`src/rtl/spi_cmd_regfile_pkg.sv`:
```
// -----------------------------------------------------------------------------
// spi_cmd_pkg
// Shared definitions for the SPI command dispatcher: opcode values, frame
// field positions, response width and the dispatcher state encoding.
// No ports (package).
// -----------------------------------------------------------------------------
package spi_cmd_pkg;

   // Frame layout: opcode in the low byte, payload in the upper 24 bits.
   localparam int OPCODE_LSB  = 0;
   localparam int PAYLOAD_LSB = 8;
   localparam int FRAME_W     = 32;
   localparam int OPCODE_W    = 8;
   localparam int PAYLOAD_W   = 24;
   localparam int RESP_W      = 24;

   localparam logic [7:0] OP_NOP       = 8'h00;
   localparam logic [7:0] OP_INIT      = 8'h01;
   localparam logic [7:0] OP_WR_INV    = 8'h02;
   localparam logic [7:0] OP_RD_INV    = 8'h03;
   localparam logic [7:0] OP_WR_GPIO   = 8'h04;
   localparam logic [7:0] OP_RD_GPIO   = 8'h05;
   localparam logic [7:0] OP_WR_VEC    = 8'h06;
   localparam logic [7:0] OP_RD_VEC    = 8'h07;
   localparam logic [7:0] OP_SET_PTR   = 8'h08;
   localparam logic [7:0] OP_RD_STATUS = 8'h09;

   // GPIO field starts at payload bit 16 (frame bit 24).
   localparam int GPIO_PAYLOAD_LSB = 16;

   typedef enum logic [1:0] {
      ST_IDLE   = 2'd0,
      ST_EXEC   = 2'd1,
      ST_RESP   = 2'd2,
      ST_STREAM = 2'd3
   } state_t;

endpackage

```
`src/rtl/spi_cmd_regfile_vecmem.sv`:
```
// -----------------------------------------------------------------------------
// spi_cmd_vecmem
// VEC_DEPTH x DATA_W register array for the command dispatcher.
// One synchronous write port, one asynchronous read port, synchronous clear.
// Ports:
//   clk, reset_n   clock, asynchronous active-low reset (clears the array)
//   clr            synchronous clear of every entry
//   we/waddr/wdata write port
//   raddr/rdata    combinational read port
// -----------------------------------------------------------------------------
module spi_cmd_vecmem
   import spi_cmd_pkg::*;
#(
   parameter int DATA_W    = 24,
   parameter int VEC_DEPTH = 4,
   parameter int PTR_W     = $clog2(VEC_DEPTH)
) (
   input  logic              clk,
   input  logic              reset_n,
   input  logic              clr,
   input  logic              we,
   input  logic [PTR_W-1:0]  waddr,
   input  logic [DATA_W-1:0] wdata,
   input  logic [PTR_W-1:0]  raddr,
   output logic [DATA_W-1:0] rdata
);

   logic [DATA_W-1:0] mem [VEC_DEPTH];

   always_ff @(posedge clk or negedge reset_n) begin
      if (!reset_n) begin
         for (int i = 0; i < VEC_DEPTH; i++) mem[i] <= '0;
      end else if (clr) begin
         for (int i = 0; i < VEC_DEPTH; i++) mem[i] <= '0;
      end else if (we) begin
         mem[waddr] <= wdata;
      end
   end

   assign rdata = mem[raddr];

endmodule

```
`src/rtl/spi_cmd_regfile.sv`:
```
// -----------------------------------------------------------------------------
// spi_cmd_regfile
// Command dispatcher between spi_slave and application logic. Each received
// 32-bit frame is split into opcode (bits 7:0) and payload (bits 31:8) and
// executed against an inversion register, a GPIO register, a vector memory
// with write pointer and a saturating error counter. Responses are pushed
// back through the spi_slave write port, honouring wr_buffer_free.
// Ports:
//   clk, reset_n        clock, asynchronous active-low reset
//   rd_data_available   spi_slave received-frame valid (level)
//   rd_data             received frame
//   rd_ack              one-cycle pulse: frame consumed
//   wr_buffer_free      spi_slave transmit buffer can take a word
//   wr_en, wr_data      one-cycle push of a response word (zero-extended)
//   gpio                GPIO/LED register, active-high
//   busy                high whenever the dispatcher is not idle
// -----------------------------------------------------------------------------
module spi_cmd_regfile
   import spi_cmd_pkg::*;
#(
   parameter int DATA_W    = 24,
   parameter int VEC_DEPTH = 4,
   parameter int GPIO_W    = 3,
   parameter int PTR_W     = $clog2(VEC_DEPTH)
) (
   input  logic              clk,
   input  logic              reset_n,
   input  logic              rd_data_available,
   input  logic [31:0]       rd_data,
   output logic              rd_ack,
   input  logic              wr_buffer_free,
   output logic              wr_en,
   output logic [23:0]       wr_data,
   output logic [GPIO_W-1:0] gpio,
   output logic              busy
);

   localparam logic [PTR_W-1:0] LAST_IDX = PTR_W'(VEC_DEPTH - 1);

   state_t state, state_next;

   logic                 avail_d;
   logic                 pending;
   logic                 frame_edge;
   logic [FRAME_W-1:0]   frame_reg;
   logic [FRAME_W-1:0]   cmd_reg;
   logic [OPCODE_W-1:0]  opcode;
   logic [PAYLOAD_W-1:0] payload;

   logic [PTR_W-1:0]     ptr;
   logic [PTR_W-1:0]     idx;
   logic [DATA_W-1:0]    inv_reg;
   logic [7:0]           err_cnt;
   logic [RESP_W-1:0]    resp;
   logic [RESP_W-1:0]    resp_next;
   logic [DATA_W-1:0]    vec_rdata;

   logic load_resp;
   logic do_init;
   logic do_wr_inv;
   logic do_wr_gpio;
   logic do_wr_vec;
   logic do_set_ptr;
   logic err_exec;
   logic stream_start;
   logic stream_adv;
   logic overrun;
   logic err_inc;

   function automatic logic [7:0] sat_inc8(input logic [7:0] v);
      return (v == 8'hFF) ? v : v + 8'd1;
   endfunction

   assign frame_edge = rd_data_available & ~avail_d;
   assign opcode     = cmd_reg[OPCODE_LSB +: OPCODE_W];
   assign payload    = cmd_reg[PAYLOAD_LSB +: PAYLOAD_W];
   assign busy       = (state != ST_IDLE);

   // A second edge while a frame is still waiting replaces it; the frame
   // being acknowledged this very cycle is not lost, so that is no overrun.
   assign overrun = frame_edge & pending & ~rd_ack;
   // Overrun and an EXEC error in the same cycle count once.
   assign err_inc = overrun | err_exec;

   // ---------------------------------------------------------------------------
   // Next-state and output decode
   // ---------------------------------------------------------------------------
   always_comb begin
      state_next   = state;
      rd_ack       = 1'b0;
      wr_en        = 1'b0;
      wr_data      = '0;
      load_resp    = 1'b0;
      resp_next    = '0;
      do_init      = 1'b0;
      do_wr_inv    = 1'b0;
      do_wr_gpio   = 1'b0;
      do_wr_vec    = 1'b0;
      do_set_ptr   = 1'b0;
      err_exec     = 1'b0;
      stream_start = 1'b0;
      stream_adv   = 1'b0;

      unique case (state)
         ST_IDLE: begin
            if (pending) begin
               rd_ack     = 1'b1;
               state_next = ST_EXEC;
            end
         end

         ST_EXEC: begin
            state_next = ST_IDLE;
            case (opcode)
               OP_NOP: ;
               OP_INIT:    do_init    = 1'b1;
               OP_WR_INV:  do_wr_inv  = 1'b1;
               OP_WR_GPIO: do_wr_gpio = 1'b1;
               OP_WR_VEC:  do_wr_vec  = 1'b1;
               OP_RD_INV: begin
                  load_resp  = 1'b1;
                  resp_next  = RESP_W'(inv_reg);
                  state_next = ST_RESP;
               end
               OP_RD_GPIO: begin
                  load_resp  = 1'b1;
                  resp_next  = RESP_W'(gpio);
                  state_next = ST_RESP;
               end
               OP_RD_VEC: begin
                  stream_start = 1'b1;
                  state_next   = ST_STREAM;
               end
               OP_SET_PTR: begin
                  // Whole payload must name a valid entry; any upper bit set
                  // makes it out of range.
                  if (payload < PAYLOAD_W'(VEC_DEPTH)) do_set_ptr = 1'b1;
                  else                                 err_exec   = 1'b1;
               end
               OP_RD_STATUS: begin
                  load_resp  = 1'b1;
                  resp_next  = {err_cnt, 8'(ptr), 7'b0, pending};
                  state_next = ST_RESP;
               end
               default: err_exec = 1'b1;
            endcase
         end

         ST_RESP: begin
            if (wr_buffer_free) begin
               wr_en      = 1'b1;
               wr_data    = resp;
               state_next = ST_IDLE;
            end
         end

         ST_STREAM: begin
            if (wr_buffer_free) begin
               wr_en      = 1'b1;
               wr_data    = RESP_W'(vec_rdata);
               stream_adv = 1'b1;
               if (idx == LAST_IDX) state_next = ST_IDLE;
            end
         end
      endcase
   end

   // ---------------------------------------------------------------------------
   // State register
   // ---------------------------------------------------------------------------
   always_ff @(posedge clk or negedge reset_n) begin
      if (!reset_n) state <= ST_IDLE;
      else          state <= state_next;
   end

   // ---------------------------------------------------------------------------
   // Control and architectural registers
   // ---------------------------------------------------------------------------
   always_ff @(posedge clk or negedge reset_n) begin
      if (!reset_n) begin
         avail_d <= 1'b0;
         pending <= 1'b0;
         ptr     <= '0;
         idx     <= '0;
         inv_reg <= '0;
         gpio    <= '0;
         err_cnt <= '0;
      end else begin
         avail_d <= rd_data_available;

         if (frame_edge)  pending <= 1'b1;
         else if (rd_ack) pending <= 1'b0;

         if (do_init)        err_cnt <= '0;
         else if (err_inc)   err_cnt <= sat_inc8(err_cnt);

         if (do_init)         ptr <= '0;
         else if (do_set_ptr) ptr <= payload[PTR_W-1:0];
         else if (do_wr_vec)  ptr <= (ptr == LAST_IDX) ? '0 : ptr + PTR_W'(1);

         if (stream_start)    idx <= '0;
         else if (stream_adv) idx <= idx + PTR_W'(1);

         if (do_init)        inv_reg <= '0;
         else if (do_wr_inv) inv_reg <= ~payload[DATA_W-1:0];

         if (do_init)         gpio <= '0;
         else if (do_wr_gpio) gpio <= payload[GPIO_PAYLOAD_LSB +: GPIO_W];
      end
   end

   // ---------------------------------------------------------------------------
   // Frame capture and response holding registers
   // ---------------------------------------------------------------------------
   // cmd_reg is a separate copy so a frame arriving during EXEC cannot alter
   // the command being decoded.
   always_ff @(posedge clk) begin
      if (frame_edge) frame_reg <= rd_data;
      if (rd_ack)     cmd_reg   <= frame_reg;
      if (load_resp)  resp      <= resp_next;
   end

   spi_cmd_vecmem #(
      .DATA_W    (DATA_W),
      .VEC_DEPTH (VEC_DEPTH),
      .PTR_W     (PTR_W)
   ) u_vecmem (
      .clk     (clk),
      .reset_n (reset_n),
      .clr     (do_init),
      .we      (do_wr_vec),
      .waddr   (ptr),
      .wdata   (payload[DATA_W-1:0]),
      .raddr   (idx),
      .rdata   (vec_rdata)
   );

endmodule

```
`config.mk`:
```
export PLATFORM = sky130hd
export DESIGN_NAME = spi_cmd_regfile
export DESIGN_NICKNAME = d
export VERILOG_FILES = /design/src/rtl/spi_cmd_regfile_pkg.sv /design/src/rtl/spi_cmd_regfile_vecmem.sv /design/src/rtl/spi_cmd_regfile.sv
export SDC_FILE = /design/constraint.sdc
export NUM_CORES = 1
export LEC_CHECK = 0
export CORE_UTILIZATION = 50
export CTS_BUF_LIST = sky130_fd_sc_hd__clkbuf_8 sky130_fd_sc_hd__clkbuf_16
export CTS_CLUSTER_SIZE = 30
export DETAILED_ROUTE_END_ITERATION = 7
export HOLD_SLACK_MARGIN = 0.03
export PLACE_DENSITY = 0.79
export SYNTH_ARGS = -nofsm -noshare
export SYNTH_HDL_FRONTEND = slang
export SYNTH_SLANG_ARGS = --single-unit
```
`constraint.sdc`:
```
create_clock -name clk -period 3.2 [get_ports clk]
set_clock_uncertainty 0.05 [all_clocks]
set_input_delay 0.64 -clock clk [delete_from_list [all_inputs] [get_ports clk]]
set_output_delay 0.64 -clock clk [all_outputs]
set_load 0.02 [all_outputs]
```
==> results of run 1 <==
==> final cells by class <==
type                            count  area [µm²]
Clock buffer                       25         626
Clock inverter                     19         144
Sequential cell                   227        6120
Timing Repair Buffer               93         967
Inverter                            9        33.8
Multi-Input combinational cell    571        3480
Tap cell                          265         332
Fill cell                        1533        7760
==> logic make-up after synthesis <==
kind of cell / share of synthesized area (%)
and+or+nand+nor: 16.1
buffers and inverters: 3.47
xor gates and xnor gates: 0.177
adders and majority gates: 0.757
muxes: 8.58
DFF: 61.7
AOI/OAI and AO/OA: 9.21
==> path summary, 6_finish.rpt <==
| path | end |
|---|---|
| worst max-delay path | wr_data[20] |
| min in group clk | cmd_reg[9] |
| worst max register to register | u_vecmem.mem[39] |
| worst min-delay path | pending |
| max in group asynchronous | u_vecmem.mem[25] |
| worst min register to register | cmd_reg[9] |
==> worst max-delay path, cell delays in order (launching register included) <==
cell	delay [ns]
dfrtp_1	0.42
bufbuf_16	0.34
mux4_2	0.54
mux2i_1	0.16
nor2_1	0.05
dlygate4sd2_1	0.31
==> cell usage in the layout (no fill, tap or decap), drive strengths merged, types with 3 or more instances in the layout <==
master	n
nand2b	5
and3	13
or2	5
ha	6
a22oi	10
dlymetal6s2s	6
mux4	24
inv	13
a21oi	103
dlygate4sd2	18
mux2i	31
nand4	4
clkbuf	25
nand2	142
o211ai	6
clkdlybuf4s50	40
nand3	101
dfrtp	139
nor2	53
clkinv	11
o21ai	29
o2111ai	3
nor3	5
nor4	7
buf	28
edfxtp	88
==> per-layer routing <==
| layer | vias to the layer above | share of wire, % | global-route usage, % |
|---|---|---|---|
| met5 | - | 0 | 0 |
| met4 | 0 | 2.7 | 8.04 |
| met3 | 57 | 10 | 5.33 |
| met2 | 399 | 48 | 39.2 |
| met1 | 3561 | 40 | 34.8 |
| li1 | 3248 | - | - |
==> where the power goes <==
| part | switching, mW | leakage [nW] | internal, mW |
|---|---|---|---|
| registers | 0.169 | 2.76 | 3.16 |
| clock network | 1.12 | 0.388 | 1.58 |
| logic | 0.286 | 1.64 | 0.267 |
| total | 1.57 | 4.79 | 5.00 |
==> per-stage QoR <==
step / power, mW / instance area [µm²] / hold slack (ns) / utilization (%) / cells
floorplan: 3.65 / 9920 / 0.294 / - / 875
global placement: 3.89 / 10900 / 0.352 / 56.0 / 1164
detailed placement: 3.91 / 10900 / 0.355 / 56.0 / 1164
CTS: 6.61 / 11700 / 0.0559 / 60.1 / 1209
global route: 6.81 / 11700 / 0.0743 / 60.1 / 1209
finish: 6.58 / 11700 / 0.0350 / 60.1 / 1209
==> repair_timing <==
| action | CTS | global route |
|---|---|---|
| endpoints found under the setup margin | 12 | 6 |
| resized for setup | 22 | 6 |
| cloned | 1 | 0 |
==> flow_metrics.env, run 1 <==
export IMPL_design_die_area_um2=20400
export IMPL_setup_viol=0
export IMPL_synth_cells=875
export IMPL_antenna_found_initial=0
export IMPL_worstMarginPinSlew_ns=0.842
export IMPL_ys_types=45
export IMPL_start_kind="flip-flop"
export IMPL_core_area_um2=19500
export IMPL_ant_nets=0
export IMPL_drv_cap=0
export IMPL_routed_wl_um=24100
export IMPL_powerDensity_nw_per_um2=562
export IMPL_start_util_pct=51.0
export IMPL_dp_hpwl_um=14700
export IMPL_min_period_ns=3.03
export IMPL_vias=7265
export IMPL_ctsHoldBuffers=0
export IMPL_rows=51
export IMPL_leakage_nw=4.79
export IMPL_ys_warn_count=0
export IMPL_fmax_ghz=0.331
export IMPL_area_growth_pct=18.0
export IMPL_worstSetupStartpoint="idx[0]"
export IMPL_crit_path_end_kind="output pin"
export IMPL_first_pass_iters=7
export IMPL_hold_viol=0
export IMPL_worstHoldPathType="in -> async"
export IMPL_drv_slew=0
export IMPL_cp_data_arrival_time_ns=2.34
export IMPL_avgViaCountPerCell=6.01
export IMPL_syn_cell_area_um2=9920
export IMPL_pre_cts_ws_ns=0.269
export IMPL_fin_crit_sh_pct=94.5
export IMPL_yosys_cell_count_top_type="nand2_1"
export IMPL_first_global_vias=7178
export IMPL_critical_path_required_ns=2.51
export IMPL_gp_congestion=0.841
export IMPL_cts_root_buf="clkbuf_16"
export IMPL_cp_max_fo=13
export IMPL_gr_usage_all_layers_pct=24.9
export IMPL_cts_tree="built"
export IMPL_crit_type="reg -> out"
export IMPL_synth_edf_count=88
export IMPL_cts_setup_buffers=0
export IMPL_syn_avg_cell_area_um2=11.3
export IMPL_rsz0062_at_grt="false"
export IMPL_yosys_top_cells_area="dfrtp_1 35%, edfxtp_1 27%, mux4_2 5.4%"
export IMPL_htreeDepth=1
export IMPL_relSlewSlack_pct=43.7
export IMPL_grt_pass1_wl_um=38600
export IMPL_antenna_cells=0
export IMPL_synth_top_area_share_pct=35.1
export IMPL_synth_seq_cells=227
export IMPL_largest_register_ffs=96
export IMPL_yosysSeqAreaShare_pct=61.7
export IMPL_io_pins=66
export IMPL_overflow=0
export IMPL_routedWlPerCell_um=19.9
export IMPL_fp_dieH_um=143
export IMPL_peakVddDrop_mv=0.462
export IMPL_die_x_um=143
export IMPL_nets=968
export IMPL_yosysTopAreaCell="dfrtp_1"
export IMPL_r2r_start="cmd_reg[7]"
export IMPL_worst_slack_ns=0.175
export IMPL_synth_nets=917
export IMPL_status="finished, final reports clean"
export IMPL_detail_route_iter0_violations=773
export IMPL_ff2ff_path_depth=6
export IMPL_drive_gt1_share_pct=11.2
export IMPL_clk_latency_ns=0.51
export IMPL_rrSetupSlack_ns=0.39
export IMPL_clockBufferDepth=3
export IMPL_numCtsBuffers=24
export IMPL_cts_sinks=227
export IMPL_clk_pin_slew_ns=0.06
export IMPL_tns_ns=0
export IMPL_ys_flop_type="dfrtp_1"
export IMPL_synth_common_cells="140 x nand2_1, 139 x dfrtp_1, 103 x a21oi_1, 101 x nand3_1, 88 x edfxtp_1"
export IMPL_numPortBuffers=65
export IMPL_grt_max_degree=82
export IMPL_drc=0
export IMPL_async_flop_share_pct=61.2
No activity file was read; power rests on OpenSTA's default activity.
==> run 2: changes to the inputs <==
--- a/config.mk
+++ b/config.mk
@@ -10,7 +10,7 @@
 export CTS_CLUSTER_SIZE = 30
 export DETAILED_ROUTE_END_ITERATION = 7
 export HOLD_SLACK_MARGIN = 0.03
-export PLACE_DENSITY = 0.79
+export PLACE_DENSITY = 0.82
 export SYNTH_ARGS = -nofsm -noshare
 export SYNTH_HDL_FRONTEND = slang
 export SYNTH_SLANG_ARGS = --single-unit
==> constraint.sdc (replaced) <==
create_clock -name clk -period 2.4 [get_ports clk]
set_clock_uncertainty 0.05 [all_clocks]
set_input_delay 0.48 -clock clk [delete_from_list [all_inputs] [get_ports clk]]
set_output_delay 0.48 -clock clk [all_outputs]
set_load 0.02 [all_outputs]
==> flow_metrics.env, run 2 (synthesis gave the netlist of run 1 again) <==
export IMPL_antenna_found_initial=0
export IMPL_worstSetupStartpoint="idx[0]"
export IMPL_vias=7566
export IMPL_detail_route_iter0_violations=968
export IMPL_clockBufferDepth=3
export IMPL_clkPwrFrac_pct=41.8
export IMPL_rsz0062_at_grt="true"
export IMPL_avgViaCountPerCell=6.02
export IMPL_worst_slack_ns=-0.300
export IMPL_ant_nets=0
export IMPL_core_area_um2=19500
export IMPL_first_pass_iters=5
export IMPL_io_pins=66
export IMPL_relSlewSlack_pct=49.6
export IMPL_crit_path_end_kind="output pin"
export IMPL_design_area_um2=12100
export IMPL_gp_congestion=0.890
export IMPL_fillers=1444
export IMPL_clk_pin_slew_ns=0.06
export IMPL_totalPowerFinal_mw=9.11
export IMPL_worstSetupPathDepth=6
export IMPL_reg2reg_to="err_cnt[1]"
export IMPL_status="finished with violations"
export IMPL_fp_dieH_um=143
export IMPL_r2r_start="cmd_reg[2]"
export IMPL_routed_wl_um=25700
export IMPL_overflow=0
export IMPL_worstHoldPathType="reg -> reg"
export IMPL_powerDensity_nw_per_um2=751
export IMPL_routedWlPerCell_um=20.5
export IMPL_cp_data_arrival_time_ns=2.17
export IMPL_p_int_mw=6.96
export IMPL_leakage_nw=4.94
export IMPL_final_core_util_pct=62.3
export IMPL_numCtsBuffers=24
export IMPL_fin_crit_sh_pct=112
export IMPL_cts_root_buf="clkbuf_16"
export IMPL_design_die_area_um2=20400
export IMPL_layout_common_cells="140 x nand2_1, 138 x dfrtp_1, 103 x a21oi_1"
export IMPL_drc=0
export IMPL_critical_path_required_ns=1.87
export IMPL_htreeDepth=1
export IMPL_swShare_pct=23.6
export IMPL_grt_max_degree=57
export IMPL_ff2ff_path_depth=8
export IMPL_final_common_cell="nand2_1"
export IMPL_first_global_vias=7480
export IMPL_slowest_stage="mux4_2"
export IMPL_grt_pass1_wl_um=40500
export IMPL_cpPeakStageDelay_ns=0.50
export IMPL_largest_register_ffs=96
export IMPL_cts_tree="built"
export IMPL_numPortBuffers=65
export IMPL_clk_latency_ns=0.52
export IMPL_rows=51
export IMPL_crit_type="reg -> out"
export IMPL_violations="setup timing"
export IMPL_fmax_ghz=0.370
export IMPL_placed_area_um2=11200
export IMPL_dp_hpwl_um=16400
export IMPL_gr_usage_all_layers_pct=26.3
export IMPL_cp_max_fo=7
export IMPL_antenna_cells=0
export IMPL_worstMarginPinSlew_ns=0.750
export IMPL_register_area_um2=6120
export IMPL_nets=1016
export IMPL_drive_gt1_share_pct=19.1
export IMPL_start_kind="flip-flop"
export IMPL_area_growth_pct=22.2
export IMPL_hold_viol=0
export IMPL_multiInputGateArea_um2=3500
export IMPL_cts_sinks=227
export IMPL_drv_cap=0
export IMPL_cp_num_buf_inv=3
export IMPL_tns_ns=-5.30
export IMPL_cp_cell_sequence="buf_12 > buf_4 > mux4_2 > mux2i_2 > nor2_1 > buf_2"
export IMPL_min_period_ns=2.70
export IMPL_peakVddDrop_mv=0.648
export IMPL_die_x_um=143
export IMPL_power_frac_comb_pct=9.8
export IMPL_cpLargestDelayFamily="multiplexers"
export IMPL_start_util_pct=51.0
export IMPL_setup_viol=24
export IMPL_cp_endpoint="wr_data[9]"
export IMPL_drv_slew=0
export IMPL_p_switching_mw=2.15
export IMPL_power_frac_seq_pct=48.4
export IMPL_hold_slack_ns=0.367
export IMPL_rrSetupSlack_ns=0.11
## run 2: per-stage QoR
stage	cells	setup slack [ns]
6_report	1257	-0.300
5_1_grt	1257	-0.337
4_1_cts	1254	-0.308
3_5_place_dp	1200	-0.301
3_3_place_gp	1200	-0.220
2_1_floorplan	875	0.0195
## run 2: worst min-delay path by stage
stage | from | slack, ns | to | cells past startpoint
after global routing | frame_reg[21] | 0.37 | cmd_reg[21] | 0
after floorplan | reset_n | 0.13 | avail_d | 0
after CTS | frame_reg[0] | 0.37 | cmd_reg[0] | 0
after detailed placement | frame_reg[0] | 0.35 | cmd_reg[0] | 0
after global placement | frame_reg[6] | 0.35 | cmd_reg[6] | 0
final | frame_reg[10] | 0.37 | cmd_reg[10] | 0
## run 2: final cells by class
type	instances	area share, %
repair buffers	141	10.9
multi-input cells	571	28.8
flip-flops and latches	227	50.5
inverters	9	0.310
clock inverters	16	1.27
well taps	265	2.73
clock buffers	28	5.50
## run 2: repair_timing
item	CTS	global route
buffers inserted	7	5
endpoints found under the hold margin	47	0
endpoints found under the setup margin	26	41
hold buffers	1	0
pin swaps	0	7
gates cloned	2	1
resized for setup	115	20
## run 2: power by group through the flow
stage | sequential, mW | combinational, mW | clock (mW)
4_1_cts | 4.40 | 0.909 | 3.83
2_1_floorplan | 4.41 | 0.462 | 0
6_report | 4.41 | 0.888 | 3.81
3_5_place_dp | 4.47 | 0.784 | 0
3_3_place_gp | 4.46 | 0.768 | 0
5_1_grt | 4.43 | 0.972 | 3.99
## run 2: metal layers
metal	part of all wire, %	vias up	global-route usage, %
met1	39	3739	35.0
met3	9.2	76	4.76
li1	-	3334	-
met4	3.0	0	11.1
met2	49	417	42.6
met5	0	-	0
